## config.mk

```make
export PLATFORM = sky130hd
export DESIGN_NAME = uart_block_tx
export DESIGN_NICKNAME = d
export VERILOG_FILES = /design/src/rtl/uart_pkg.sv /design/src/rtl/uart_baud_gen.sv /design/src/rtl/uart_block_tx.sv
export SDC_FILE = /design/constraint.sdc
export NUM_CORES = 1
export LEC_CHECK = 0
export BUFFER_PORTS_ARGS = -buffer_cell sky130_fd_sc_hd__buf_2
export CAP_MARGIN = 20
export CORE_UTILIZATION = 57
export CTS_CLUSTER_SIZE = 40
export DETAILED_ROUTE_END_ITERATION = 10
export GPL_ROUTABILITY_DRIVEN = 0
export PLACE_DENSITY = 0.8
export REMOVE_ABC_BUFFERS = 1
export SLEW_MARGIN = 20
export SYNTH_ARGS = -nofsm -noshare
export SYNTH_HDL_FRONTEND = slang
export SYNTH_SLANG_ARGS = --single-unit
export TNS_END_PERCENT = 30
```

## constraint.sdc

```tcl
create_clock -name clk -period 2.5 [get_ports clk]
set_clock_uncertainty 0.2 [all_clocks]
set_input_delay 0.25 -clock clk [delete_from_list [all_inputs] [get_ports clk]]
set_output_delay 0.25 -clock clk [all_outputs]
set_load 0.03 [all_outputs]
```

## src/rtl/uart_pkg.sv

```systemverilog
// Shared definitions for the 64-bit RS-232 block link: line levels, frame
// geometry and the state encoding used by the transmit and receive serializers.
package uart_pkg;

    typedef enum logic [1:0] {
        IDLE  = 2'd0,
        START = 2'd1,
        DATA  = 2'd2,
        STOP  = 2'd3
    } uart_state_e;

    localparam int   FRAME_BITS = 10;
    localparam int   DATA_BITS  = 8;
    localparam logic START_LVL  = 1'b0;
    localparam logic STOP_LVL   = 1'b1;
    localparam logic IDLE_LVL   = 1'b1;

    // 50 MHz system clock at 115200 baud.
    localparam int DEFAULT_CLKS_PER_BIT = 434;

endpackage

```

## src/rtl/uart_baud_gen.sv

```systemverilog
// Free-running bit-period counter; tick marks the last clock of each bit.
// clear restarts the period so the next bit gets its full width.
module uart_baud_gen
    import uart_pkg::*;
#(
    parameter int CLKS_PER_BIT = DEFAULT_CLKS_PER_BIT
) (
    input  logic clk,
    input  logic rst,
    input  logic clear,
    output logic tick
);

    localparam int            CW   = $clog2(CLKS_PER_BIT);
    localparam logic [CW-1:0] LAST = CW'(CLKS_PER_BIT - 1);

    logic [CW-1:0] cnt;

    // NOTE: sequential state is assigned with <= so every flop samples its
    // inputs from the same edge, independent of statement order.
    always_ff @(posedge clk) begin
        if (rst || clear) begin
            cnt <= '0;
        end else if (cnt == LAST) begin
            cnt <= '0;
        end else begin
            cnt <= cnt + CW'(1);
        end
    end

    assign tick = (cnt == LAST);

endmodule

```

## src/rtl/uart_block_tx.sv

```systemverilog
// Block serializer: sends one 8*NUM_BYTES-bit block as back-to-back 8N1
// frames, byte 0 first and LSB first within each byte.
module uart_block_tx
    import uart_pkg::*;
#(
    parameter int CLKS_PER_BIT = DEFAULT_CLKS_PER_BIT,
    parameter int NUM_BYTES    = 8
) (
    input  logic                   clk,
    input  logic                   rst,
    input  logic [8*NUM_BYTES-1:0] data_in,
    input  logic                   tx_start,
    output logic                   tx_out,
    output logic                   busy,
    output logic                   done
);

    // A single-byte block still needs a 1-bit byte counter.
    localparam int            BW        = (NUM_BYTES > 1) ? $clog2(NUM_BYTES) : 1;
    localparam logic [BW-1:0] LAST_BYTE = BW'(NUM_BYTES - 1);
    localparam logic [2:0]    LAST_BIT  = 3'(DATA_BITS - 1);

    uart_state_e            state;
    logic [2:0]             bit_cnt;
    logic [BW-1:0]          byte_cnt;
    logic [8*NUM_BYTES-1:0] shift;
    logic                   tick;
    logic                   accept;

    assign accept = (state == IDLE) && tx_start;

    uart_baud_gen #(
        .CLKS_PER_BIT(CLKS_PER_BIT)
    ) u_baud (
        .clk  (clk),
        .rst  (rst),
        .clear(accept),
        .tick (tick)
    );

    always_ff @(posedge clk) begin
        if (rst) begin
            state    <= IDLE;
            tx_out   <= IDLE_LVL;
            busy     <= 1'b0;
            done     <= 1'b0;
            bit_cnt  <= '0;
            byte_cnt <= '0;
            shift    <= '0;
        end else begin
            done <= 1'b0;
            case (state)
                IDLE: begin
                    if (tx_start) begin
                        shift    <= data_in;
                        state    <= START;
                        tx_out   <= START_LVL;
                        busy     <= 1'b1;
                        bit_cnt  <= '0;
                        byte_cnt <= '0;
                    end
                end
                START: begin
                    if (tick) begin
                        tx_out <= shift[0];
                        shift  <= shift >> 1;
                        state  <= DATA;
                    end
                end
                DATA: begin
                    // Bit 0 left on the START tick, so only seven more shifts per byte.
                    if (tick) begin
                        if (bit_cnt == LAST_BIT) begin
                            state   <= STOP;
                            tx_out  <= STOP_LVL;
                            bit_cnt <= '0;
                        end else begin
                            tx_out  <= shift[0];
                            shift   <= shift >> 1;
                            bit_cnt <= bit_cnt + 3'd1;
                        end
                    end
                end
                STOP: begin
                    if (tick) begin
                        if (byte_cnt != LAST_BYTE) begin
                            byte_cnt <= byte_cnt + BW'(1);
                            state    <= START;
                            tx_out   <= START_LVL;
                        end else begin
                            state    <= IDLE;
                            busy     <= 1'b0;
                            done     <= 1'b1;
                            byte_cnt <= '0;
                        end
                    end
                end
                default: state <= IDLE;
            endcase
        end
    end

endmodule

```

==> results <==
- The floorplan die width is 89.1 um.
- The worst-case clock buffer depth is 2.
- The first-pass GRT wire length is 14.1 mm.
- The tool flagged a number of max-cap violations equal to 0.
- The multiplexer share of the synthesized area is 0.148.
- The compound-gate portion of the synthesized area is 0.293.
- The number of max-slew violations in the final report is 0.
- Of the total synthesized cell area, the portion taken by full adders, half adders and majority gates is 0.0290.
- Along the worst path, the maximum fanout reaches between 60 and 70.
- The dominant combinational cell family by area after synthesis is compound AO/OA/AOI/OAI gates.
- The number of antenna cells inserted is 0.
- Clock-pin slew was measured on the worst setup and hold paths at 0.08 ns.
- For the worst-skew pair, the clock arrives at the later sink with an insertion delay of 0.35 ns.
- The detailed router finished its first iteration with approximately 210 violations.
- Each instance of the synthesized netlist takes up on average 10.3 um^2.
- For this run, the number of Yosys warnings is 0.
- The highest clock rate is 0.435 GHz.
- The sequential area share after synthesis is 0.389.
- The sink count of the clock tree is between 80 and 90.
- The number of global-route vias before repair is between 3000 and 4000.
- The worst endpoint data arrival time is 2.36 ns.
- The worst hold path belongs to the class in -> reg.
- Entering global routing, the biggest net connects 65 pins.
- The worst setup path is launched from a flip-flop.
- The number of synthesized register bits is 84.
- The area overhead of the layout relative to synthesis is 13.4%.
- The worst setup path is of the reg -> reg kind.
- For this block, the via count after detailed routing is 3355.
- Counting the buffers created by CTS gives 9.
- Once layout is complete, the utilization of the core stands at 0.672.
- The initial antenna violation count is 0.
- At the placement stage, the worst setup path has a slack of -0.00000999 ns.
- Using the TritonRoute via totals, the vias-per-cell ratio works out to between 5 and 6.
- The slack of the critical path is 0.201 ns.
- The post-synthesis share of cell area spent on and, or, nand and nor gates is 0.0626.
- The parity-gate share of the synthesized area counting xor and xnor cells is 0.0142.
- The netlist area before placement is 4320 um^2.
- The data required time at the worst endpoint is 2.56 ns.
- The number of hold-slack violations in the final timing report is 0.
- The number of optimization iterations in the first detailed-route pass is 4.
- The pin slew with the least headroom to its limit is 0.555 ns.
- The number of top-level design ports is 70.
- The analysis attributes to cell leakage a power of around 1.8 nW.
- In the final layout, the share of cells above drive strength 1 is 0.334.
- For this run, design rule violations remaining after detail routing come to 0.
- The flow ran to the end, and the final reports show no timing, DRC or antenna violations.
- Setup violations remaining at the end of the flow were counted as 0.
- The clock period minus final worst setup slack is about 2.3 ns.
- In the final design database the tool counted around 540 nets.
- After synthesis, the netlist uses 35 different library cells.
- The total power divided by cell area is 1430 nW/um^2.
- The final clock period utilization by the worst path is 0.920.
- The library cell used as clock root buffer is clkbuf_8.
- The number of rows created at floorplan is 31.
- In the final layout, flip-flops and latches occupy 1680 um^2.
- The endpoint type of the worst setup path is a flip-flop.
- The post-detailed-route count of antenna-violating nets is 0.
- In the final routed layout, each cell accounts on average for about 16 um.
- The gate count after technology mapping is 420.
- The routed wire length is 9.00 mm.
- The number of levels the H-tree was split into is 3.
- The estimated wirelength of the detail-placed design is 5.70 mm.
- The worst voltage drop across the vdd grid is 0.000831 V.
- Setup repair after global routing left no endpoint under its margin.
- For this configuration, the core starts out at a cell density of 0.592.
- Buffers placed on the I/O ports in this run total 69.
- The final-layout fill cell count is 599.
- The floorplan step defined a die boundary enclosing 7930 um^2.
- The combined global-route utilization of all metal layers is 0.227.
- The floorplan step defined a core boundary enclosing 7290 um^2.
- The relative max-transition margin is 0.630.
- Global routing finished with a remaining overflow of 0.
- The floorplan die height is 89.1 um.
- The footprint of the multi-input gates is 2390 um^2.
- TritonCTS built the clock tree.
[cell usage in the layout, fill, tap and decap left out, types with 3 or more instances in the layout]
cell type | Yosys | final
nand3b_1 | 3 | 3
xor2_1 | 3 | 3
buf_2 | 22 | 68
nand4_1 | 8 | 8
dfxtp_1 | 84 | 84
inv_1 | 4 | 4
ha_1 | 10 | 9
xnor2_1 | 4 | 4
buf_4 | 0 | 4
nand2_1 | 5 | 5
nor2b_1 | 5 | 5
o21ai_0 | 9 | 9
nor2_1 | 15 | 15
clkbuf_8 | 0 | 9
buf_12 | 0 | 3
a21oi_1 | 74 | 74
a211oi_1 | 5 | 5
mux2i_1 | 64 | 64
nor3_1 | 3 | 3
a211oi_2 | 59 | 59
[cells by family after synthesis]
logic type               Yosys count
AO/OA/AOI/OAI                    157
XOR/XNOR                           7
multiplexers                      64
buffers and inverters             49
flip-flops                        84
AND/OR/NAND/NOR                   49
adder cells (fa/ha/maj)           10
[worst max-delay path, stage by stage, from the launching register on]
cell and delay (ns):
dfxtp_1 0.37, inv_1 0.12, ha_1 0.34, nand2_1 0.14, o311a_2 0.23, buf_6 0.41, a21oi_1 0.17, a211oi_2 0.23
[routing by layer]
metal	share of wire	track usage	routed length, um
met1	0.45	0.298	4070
met2	0.49	0.374	4440
met5	0	0	0
met3	0.036	0.0369	325
met4	0.019	0.0952	167
[path summary, 6_finish.rpt]
| check | end | depth (start not counted) | from | slack, ns |
|---|---|---|---|---|
| setup / recovery | shift[23] | 7 | state[0] | 0.20 |
| hold / removal | shift[3] | 3 | data_in[3] | 0.05 |
| setup reg to reg | shift[23] | 7 | state[0] | 0.20 |
| hold reg to reg | shift[63] | 2 | shift[63] | 0.28 |
[where the power goes]
group	internal (mW)	total [mW]	leakage, nW	switching [mW]
Clock	0.559	1.04	0.102	0.480
Sequential	1.75	1.96	0.693	0.209
Combinational	1.65	4.01	1.04	2.35
[layout make-up]
type                       instances  share of cell area
sequential                        84               0.343
timing repair buffer              79              0.0966
tap                               99              0.0253
clock buffer                       9              0.0253
multi-input combinational        288               0.488
inverter                           4             0.00307
clock inverter                     6              0.0181
[what timing repair did]
action	in CTS	in global routing
endpoints found under the setup margin	0	64
buffers inserted	0	0
endpoints found under the hold margin	2	0
hold buffers	2	0
resized for setup	0	3
[sequential cells by signal, summed over array words and instances (netlist names)]
register / count
done: 1
state: 2
u_baud.cnt: 9
byte_cnt: 3
tx_out: 1
shift: 64
bit_cnt: 3
busy: 1
[stage by stage]
| step | power, mW | instance area [um^2] | std cells | TNS, ns | hold WS (ns) |
|---|---|---|---|---|---|
| 2_1_floorplan | 4.80 | 4060 | 375 | -147.10 | 0.115 |
| 3_3_place_gp | 5.78 | 4650 | 551 | 0 | 0.253 |
| 3_5_place_dp | 5.91 | 4650 | 551 | -0.00000999 | 0.266 |
| 4_1_cts | 6.93 | 4880 | 568 | 0 | 0.0436 |
| 5_1_grt | 7.46 | 4900 | 569 | 0 | 0.0702 |
| 6_report | 7.00 | 4900 | 569 | 0 | 0.0537 |
[cells in the mapped netlist (all sizes together)]
master,n,share of area
a211o,1,0.0020
a211oi,64,0.18
a21o,1,0.0017
a21oi,74,0.086
a221oi,1,0.0020
a31oi,2,0.0029
and2,2,0.0029
and4,1,0.0020
and4b,2,0.0046
and4bb,1,0.0029
buf,30,0.046
clkbuf,15,0.013
dfxtp,84,0.39
ha,10,0.029
inv,4,0.0035
mux2i,64,0.15
nand2,5,0.0043
nand2b,2,0.0029
nand3,2,0.0023
nand3b,3,0.0052
nand4,8,0.012
nor2,15,0.013
nor2b,5,0.0072
nor3,3,0.0035
o21a,1,0.0017
o21ai,10,0.012
o221ai,1,0.0020
o311a,1,0.0023
o31ai,1,0.0017
xnor2,4,0.0081
xor2,3,0.0061
(Power assumes the default switching activity.)
